==> src/rtl/iserdes_frame_align_pkg.sv <==
// rtl/iserdes_frame_align_pkg.sv - shared state encoding, width helper and frame pattern defaults
package iserdes_frame_align_pkg;

    // Alignment controller states
    typedef enum logic [2:0] {
        ST_WAIT   = 3'd0,
        ST_CHECK  = 3'd1,
        ST_SLIP   = 3'd2,
        ST_LOCKED = 3'd3,
        ST_FAIL   = 3'd4
    } align_state_e;

    // Deserializer output modes used by the PHY wrapper
    typedef enum logic [0:0] {
        MODE_SDR = 1'b0,
        MODE_DDR = 1'b1
    } output_mode_e;

    // Frame-clock word expected from the PHY for each output mode
    function automatic logic [7:0] frame_pattern_for(input output_mode_e mode);
        return (mode == MODE_DDR) ? 8'hCC : 8'hF0;
    endfunction

    localparam logic [7:0] FRAME_PATTERN_DEFAULT = frame_pattern_for(MODE_SDR);

    // Bits needed to hold n distinct values, never less than one
    function automatic int width_of(input int n);
        return (n <= 2) ? 1 : $clog2(n);
    endfunction

endpackage

==> src/rtl/iserdes_frame_align.sv <==
// rtl/iserdes_frame_align.sv - bitslip-driven frame alignment and data qualification for the ISERDES2 PHY
module iserdes_frame_align
    import iserdes_frame_align_pkg::*;
#(
    parameter int         DATA_WIDTH    = 8,
    parameter logic [7:0] FRAME_PATTERN = FRAME_PATTERN_DEFAULT,
    parameter int         SETTLE_CYCLES = 4,
    parameter int         MATCH_COUNT   = 16,
    parameter int         LOSS_COUNT    = 4,
    parameter int         MAX_SLIPS     = 16
) (
    input  logic                                clkdiv,
    input  logic                                reset_n,
    input  logic                                start,
    input  logic [DATA_WIDTH-1:0]               frame_in,
    input  logic [15:0]                         din,
    output logic                                bitslip,
    output logic                                locked,
    output logic                                fail,
    output logic [width_of(MAX_SLIPS+1)-1:0]    slip_count,
    output logic [15:0]                         dout,
    output logic                                dout_valid
);

    localparam int SW = width_of(SETTLE_CYCLES + 1);
    localparam int MW = width_of(MATCH_COUNT + 1);
    localparam int LW = width_of(LOSS_COUNT + 1);
    localparam int CW = width_of(MAX_SLIPS + 1);

    localparam logic [SW-1:0]         SETTLE_LAST = SW'(SETTLE_CYCLES - 1);
    localparam logic [MW-1:0]         MATCH_LAST  = MW'(MATCH_COUNT - 1);
    localparam logic [LW-1:0]         LOSS_LAST   = LW'(LOSS_COUNT - 1);
    localparam logic [CW-1:0]         SLIP_MAX    = CW'(MAX_SLIPS);
    localparam logic [DATA_WIDTH-1:0] PATTERN     = FRAME_PATTERN[DATA_WIDTH-1:0];

    align_state_e    state_q, state_d;
    logic [SW-1:0]   settle_q, settle_d;
    logic [MW-1:0]   match_q, match_d;
    logic [LW-1:0]   miss_q, miss_d;
    logic [CW-1:0]   slip_q, slip_d;
    logic            bitslip_q, bitslip_d;
    logic            locked_q, locked_d;
    logic            fail_q, fail_d;
    logic [15:0]     dout_q, dout_d;
    logic            dout_valid_q, dout_valid_d;
    logic            frame_match;

    assign frame_match = (frame_in == PATTERN);

    // Next-state and counter logic; start overrides every other transition
    always_comb begin
        state_d  = state_q;
        settle_d = settle_q;
        match_d  = match_q;
        miss_d   = miss_q;
        slip_d   = slip_q;

        if (start) begin
            state_d  = ST_WAIT;
            settle_d = '0;
            match_d  = '0;
            miss_d   = '0;
            slip_d   = '0;
        end else begin
            case (state_q)
                ST_WAIT: begin
                    if (settle_q >= SETTLE_LAST) begin
                        state_d  = ST_CHECK;
                        settle_d = '0;
                        match_d  = '0;
                    end else begin
                        settle_d = settle_q + 1'b1;
                    end
                end
                ST_CHECK: begin
                    if (frame_match) begin
                        match_d = match_q + 1'b1;
                        if (match_q >= MATCH_LAST) begin
                            state_d = ST_LOCKED;
                            miss_d  = '0;
                        end
                    end else if (slip_q >= SLIP_MAX) begin
                        state_d = ST_FAIL;
                    end else begin
                        state_d = ST_SLIP;
                    end
                end
                ST_SLIP: begin
                    if (slip_q != SLIP_MAX) begin
                        slip_d = slip_q + 1'b1;
                    end
                    settle_d = '0;
                    state_d  = ST_WAIT;
                end
                ST_LOCKED: begin
                    if (frame_match) begin
                        miss_d = '0;
                    end else if (miss_q >= LOSS_LAST) begin
                        // Loss may be transient: re-check after settling before slipping
                        state_d  = ST_WAIT;
                        miss_d   = '0;
                        slip_d   = '0;
                        settle_d = '0;
                    end else begin
                        miss_d = miss_q + 1'b1;
                    end
                end
                ST_FAIL: begin
                    state_d = ST_FAIL;
                end
                default: begin
                    state_d = ST_WAIT;
                end
            endcase
        end

        bitslip_d    = (state_d == ST_SLIP);
        locked_d     = (state_d == ST_LOCKED);
        fail_d       = (state_d == ST_FAIL);
        dout_d       = din;
        dout_valid_d = (state_q == ST_LOCKED);
    end

    // State, counters and registered outputs; reset restarts alignment on release
    always_ff @(posedge clkdiv or negedge reset_n) begin
        if (!reset_n) begin
            state_q      <= ST_WAIT;
            settle_q     <= '0;
            match_q      <= '0;
            miss_q       <= '0;
            slip_q       <= '0;
            bitslip_q    <= 1'b0;
            locked_q     <= 1'b0;
            fail_q       <= 1'b0;
            dout_q       <= '0;
            dout_valid_q <= 1'b0;
        end else begin
            state_q      <= state_d;
            settle_q     <= settle_d;
            match_q      <= match_d;
            miss_q       <= miss_d;
            slip_q       <= slip_d;
            bitslip_q    <= bitslip_d;
            locked_q     <= locked_d;
            fail_q       <= fail_d;
            dout_q       <= dout_d;
            dout_valid_q <= dout_valid_d;
        end
    end

    assign bitslip    = bitslip_q;
    assign locked     = locked_q;
    assign fail       = fail_q;
    assign slip_count = slip_q;
    assign dout       = dout_q;
    assign dout_valid = dout_valid_q;

endmodule
==> config.mk <==
export PLATFORM = sky130hd
export DESIGN_NAME = iserdes_frame_align
export DESIGN_NICKNAME = d
export VERILOG_FILES = /design/src/rtl/iserdes_frame_align_pkg.sv /design/src/rtl/iserdes_frame_align.sv
export SDC_FILE = /design/constraint.sdc
export NUM_CORES = 1
export LEC_CHECK = 0
export CORE_ASPECT_RATIO = 1.4
export CORE_MARGIN = 5
export CORE_UTILIZATION = 42
export CTS_CLUSTER_DIAMETER = 120
export DETAILED_ROUTE_END_ITERATION = 16
export PLACE_DENSITY = 0.74
export SYNTH_ARGS = -nofsm -noshare
export SYNTH_HDL_FRONTEND = slang
export SYNTH_SLANG_ARGS = --single-unit
==> constraint.sdc <==
create_clock -name clkdiv -period 1.8 [get_ports clkdiv]
set_clock_uncertainty 0.1 [all_clocks]
set_input_delay 0.36 -clock clkdiv [delete_from_list [all_inputs] [get_ports clkdiv]]
set_output_delay 0.36 -clock clkdiv [all_outputs]
set_load 0.02 [all_outputs]
# After elaboration in Yosys (flattened, before gate mapping)
# Index checks and enable logic that the tools add are counted.
# Widths: inputs -> output; s select.
[classes] n_addsub=4 magnitude_cmp=4 eq_ne=15 muxes=28 reduce_logical=9
[op_table] operator="$mux 3" count=16
[op_table] operator="$mux 5" count=7
[op_table] operator="$pmux 5 s2" count=2
[op_table] operator="$ne 3x3->1 const B" count=5
[op_table] operator="$eq 3x2->1 const B" count=4
[op_table] operator="$pmux 3 s4" count=1
[op_table] operator="$add 5x1->5 const B" count=2
[op_table] operator="$pmux 3 s3" count=1
[op_table] operator="$reduce_and 3->1" count=3
[op_table] operator="$reduce_bool 3->1" count=3
[op_table] operator="$eq 8x8->1 const B" count=1
[op_table] operator="$add 3x1->3 const B" count=2
[op_table] operator="$eq 3x3->1 const B" count=2
[op_table] operator="$ge 3x2->1 const B" count=2
[op_table] operator="$pmux 3 s2" count=1
[op_table] operator="$ge 5x4->1 const B" count=1
[op_table] operator="$ge 5x5->1 const B" count=1
[op_table] operator="$ne 5x5->1 const B" count=1
[op_table] operator="$reduce_and 4->1" count=1
[op_table] operator="$reduce_bool 4->1" count=1
[op_table] operator="$eq 3x1->1 const B" count=1
[op_table] operator="$logic_not 3->1" count=1
[op_table] operator="$ne 3x2->1 const B" count=1
[totals] register_bits=39 input_bits=27 out_inout_bits=25 wordCells=70

# Depth between registers and ports, before layout
[depth] ltp_word=6 depth_mapped=7 ltp_nobuf=7

# Least setup slack after synthesis
# No wires, ideal clock.
[synth_path] path_type="reg-to-reg" from="register slip_q[0] (netlist: slip_count[0])" to="register slip_q[4] (netlist: slip_count[4])" setup_ps=69 arrival_ps=1707 required_ps=1631 path_slack_ps=-76 stages_incl_launch_ff=7 n_path_buf=0 period_less_slack_ps=1876 cell_sequence="dfrtp_1 -> inv_1 -> ha_1 -> and4bb_4 -> a22o_4 -> or4_1 -> nand3_1"
[synth_via] elab_chain_len=4 word_cells_on_any_way=7 cone_classes="add/sub (1); eq/ne (2); mux (3); reduce/logical (1)"
[synth_lines] item="from (decl)" line_no="iserdes_frame_align.sv:40" rtl="logic [CW-1:0] slip_q, slip_d;"
[synth_lines] item="from (signal assigned)" line_no="iserdes_frame_align.sv:142" rtl="slip_q <= slip_d;"
[synth_lines] item="$add 5x1->5" line_no="iserdes_frame_align.sv:90" rtl="slip_d = slip_q + 1'b1;"
[synth_lines] item="$mux 5" line_no="iserdes_frame_align.sv:89" rtl="if (slip_q != SLIP_MAX) begin"
[synth_lines] item="$pmux 5 s2" line_no="iserdes_frame_align.sv:65" rtl="case (state_q)"
[synth_lines] item="$mux 5" line_no="iserdes_frame_align.sv:58" rtl="if (start) begin"
# Several ways; a longest one is shown, not always the timed one. The select of a mux whose other input is x is not followed.
# A chain may end at the register's enable or synchronous reset.

# Worst setup path after layout
# Same ends and word-level chain as after synthesis.

==> results <==
- The run finished with clean final reports.
- The highest ir drop seen on vdd is around 630 uV.
- The repair_antennas step left the layout with diodes totalling 0.
- The startpoint class of the critical path is a register.
- Dividing the final minimum period by the clock period gives 0.982.
- In this run the horizontal extent of the chip is 65.0 um.
- The completed layout was analyzed and its total power is 0.00264 W.
- Buffers inserted during clock tree synthesis total 5.
- Setup violations remaining at the end of the flow were counted as 0.
- Summing every instance area after synthesis gives between 1500 and 2000 sq um.
- The total count of hold-check failures in the final report was 0.
- In this run, synthesis produced a sequential element count of 39.
- The number of optimization iterations in the first detailed-route pass is 4.
- In the final routed layout, each cell accounts on average for 15.4 um.
- The instance count of the mapped netlist is 162.
- Once detailed placement completed, the half-perimeter wirelength came to ~3400 um.
- The end of the worst register-to-register path is slip_count[4].
- Following the worst setup path forward leads to its endpoint at slip_count[4].
- The die is 87.0 um tall.
- The final count of pins violating max slew is 0.
- Across every metal layer, demand over resource in global routing totals 0.166.
- Port buffering added between 50 and 60 buffers.
- The area of the core is about 4200 sq um.
- Registers take 978 sq um.
- For this design, the sink count on the clock tree is 39.
- Across the run, the number of max-cap violations was 0.
- The share of the Yosys chip area taken by registers is 0.549.
- The initial utilization of the core area, before any placement, comes to 0.426.
- The kind of path behind the tightest hold check is input pin to register.
- The endpoint class of the critical path is a register.
- The worst setup path is of the register to register kind.
- TritonCTS built the clock tree.
- The synthesized area divided by synthesized cell count is about 11 sq um.
- In the final design database the tool counted roughly 280 nets.
- The later pin in the worst-skew pair is clocked with a latency of slightly below 0.3 ns.
- The congestion estimate from routability-driven global placement came to 0.884.
- The number of warnings printed during yosys synthesis is 0.
- The worst register-to-register path begins at slip_count[0].
- The slew at the pin closest to its max-slew limit is 0.383 ns.
- Summing all placed instances gives a cell area of 2520 sq um.
- OpenSTA, run right after detailed placement, puts the worst setup slack at -0.254 ns.
- The via count of the first global-routing pass is between 1500 and 2000.
- The total number of vias is 1574.
- CTS built an H-tree with a depth of 2.
- The worst register-to-register path has a setup slack of 0.03 ns.
- The count of routing violations after the opening detailed-route iteration is 47.
- The power density over the cells is just under 1000 nW/um^2.
- The number of placed I/O pins is 52.
- The final wirelength is 4450 um.
- The launch point of the critical path is slip_count[0].
- The global-route congestion overflow total is 0.
- The clock tree root driver cell is sky130_fd_sc_hd__clkbuf_8.
- The finished cells cover between 2000 and 3000 sq um.
- The largest fanout of any net on the critical path is 4.
- The post-route antenna net violation count is 0.
- The total area of multi-input combinational cells is 806 sq um.
- The number of filler cells placed in the layout is 329.
- The global-route wire length before repair is 7240 um.
- The data required time of the worst path is 1.93 ns.
- Summed over all cells, the static leakage comes to 1.24 nW.
- The post-detailed-route DRC marker count is 0.
- The worst reg2reg path depth is 6.
- Entering global routing, the biggest net connects 25 pins.
- The area growth from synthesis to layout is 54.5%.
- The total die area is 5650 sq um.
- The number of antenna violations at the first check in global routing is 0.
- In the final layout, the share of cells above drive strength 1 is 0.233.
- The final critical-path setup slack is 0.0323 ns.
- The buffer depth of the longest clock path is 2.
- Derived from the worst setup path, the maximum achievable clock frequency is 566 MHz.
- Data arrives at the worst endpoint at 1.89 ns.
- Measured against its own limit, the worst slew margin works out to 0.742.
- The number of placement rows is 28.
- The mean number of vias per cell is 5.43.
- The post-synth net total is 197.
- The worst path needs 1.77 ns of the cycle, external delays included.
- The register clock-pin slew on the reported worst setup and hold paths is 0.07 ns.
- The distinct cell type count after synthesis is 39.
## flip-flops by register name (all words and copies together) (netlist names)
name	flops
fail	1
locked	1
bitslip	1
match_q	5
slip_count	5
settle_q	3
miss_q	3
dout_valid	1
dout	16
state_q	3
## cell families after synthesis
kind of cell | after synthesis | share of synthesized area
multiplexers | 4 | 0.0232
buffers and inverters | 15 | 0.0331
adder cells (fa/ha/maj) | 8 | 0.0563
AO/OA/AOI/OAI | 34 | 0.138
flip-flops | 39 | 0.549
AND/OR/NAND/NOR | 62 | 0.201
## critical path, cell delays in order, from the launching register on
cell and delay [ns]:
sky130_fd_sc_hd__dfrtp_2 0.35, sky130_fd_sc_hd__inv_1 0.05, sky130_fd_sc_hd__ha_1 0.20, sky130_fd_sc_hd__and4bb_4 0.22, sky130_fd_sc_hd__a22o_4 0.23, sky130_fd_sc_hd__or4_1 0.47, sky130_fd_sc_hd__nand3_1 0.08
## stage by stage
| step | TNS [ns] | hold WS [ns] | cells | utilization |
|---|---|---|---|---|
| 3_3_place_gp | -2.77 | 0.198 | 278 | 0.605 |
| 2_1_floorplan | 0 | -0.0356 | 162 | - |
| 4_1_cts | 0 | 0.402 | 287 | 0.639 |
| 3_5_place_dp | -3.09 | 0.198 | 278 | 0.605 |
| 5_1_grt | -0.0689 | 0.391 | 290 | 0.659 |
| 6_report | 0 | 0.406 | 290 | 0.659 |
## final cells by class
| cell class | instances | share of cell area |
|---|---|---|
| Clock buffer | 6 | 0.0264 |
| Clock inverter | 2 | 0.0219 |
| Inverter | 10 | 0.0137 |
| Multi-Input combinational cell | 108 | 0.293 |
| Sequential cell | 39 | 0.356 |
| Tap cell | 45 | 0.0205 |
| Timing Repair Buffer | 80 | 0.268 |
## metal layers
metal,wire (um),global-route usage,up-vias
met5,0,0,-
met4,72,0.0558,0
met3,196,0.0413,8
met2,2430,0.302,44
met1,1760,0.186,767
li1,-,-,755
## Yosys cell counts, drive strengths merged
cell | n | area, sq um
buf | 2 | 10.0
a32o | 2 | 20.0
nand3b | 1 | 7.51
dfrtp | 39 | 976
or3b | 2 | 17.5
a21oi | 4 | 20.0
clkbuf | 3 | 11.3
ha | 8 | 100
nor3 | 5 | 25.0
nor2 | 9 | 33.8
and2 | 1 | 6.26
a21o | 1 | 7.51
o22ai | 1 | 6.26
nand4bb | 3 | 33.8
and3 | 1 | 6.26
or4 | 2 | 15.0
o21ai | 9 | 45.0
or3 | 1 | 6.26
o211ai | 4 | 30.0
a22o | 2 | 26.3
o2bb2ai | 1 | 8.76
nand2b | 4 | 25.0
a211o | 3 | 26.3
mux2 | 1 | 11.3
and4bb | 1 | 16.3
nor4 | 2 | 12.5
nand4 | 5 | 31.3
nand3 | 6 | 30.0
or2b | 1 | 7.51
nor3b | 2 | 15.0
nand2 | 13 | 48.8
o311a | 1 | 10.0
a22oi | 1 | 7.51
mux2i | 3 | 30.0
inv | 10 | 37.5
a211oi | 5 | 37.5
or2 | 3 | 18.8
## worst min path at each step
stage                  from      end  slack [ns]  depth (start not counted)
finish               din[9]  dout[9]        0.41                          1
global route         din[5]  dout[5]        0.39                          1
detailed placement  reset_n  dout[4]        0.20                          1
global placement    reset_n  dout[4]        0.20                          1
CTS                  din[9]  dout[9]        0.40                          1
floorplan           reset_n  bitslip       -0.04                          0
## power breakdown
part | leakage [nW] | internal [W] | switching [W] | total, W
sequential | 0.501 | 0.000964 | 0.0000660 | 0.00103
combinational | 0.675 | 0.000393 | 0.000380 | 0.000772
clock | 0.0654 | 0.000554 | 0.000284 | 0.000838
## what timing repair did
action	CTS	global route
pin swaps	0	8
hold buffers	1	0
setup buffers	0	3
endpoints found under the hold margin	15	0
gates resized for setup	7	17
endpoints found under the setup margin	12	17
## layout by cell type (no fill, tap or decap), types with 3 or more instances in the layout
cell,instances
sky130_fd_sc_hd__mux2i_1,3
sky130_fd_sc_hd__a21oi_1,3
sky130_fd_sc_hd__nor2_1,6
sky130_fd_sc_hd__nor3_1,4
sky130_fd_sc_hd__inv_1,10
sky130_fd_sc_hd__o211ai_1,4
sky130_fd_sc_hd__a211oi_1,3
sky130_fd_sc_hd__dlygate4sd2_1,4
sky130_fd_sc_hd__clkbuf_8,5
sky130_fd_sc_hd__buf_4,27
sky130_fd_sc_hd__nand4bb_1,3
sky130_fd_sc_hd__nand2_1,12
sky130_fd_sc_hd__nand4_1,5
sky130_fd_sc_hd__dfrtp_1,37
sky130_fd_sc_hd__nand3_1,6
sky130_fd_sc_hd__o21ai_0,6
sky130_fd_sc_hd__nand2b_1,3
sky130_fd_sc_hd__clkdlybuf4s50_1,45
sky130_fd_sc_hd__a211o_1,3
sky130_fd_sc_hd__ha_1,5
No activity file was read; power rests on OpenSTA's default activity.
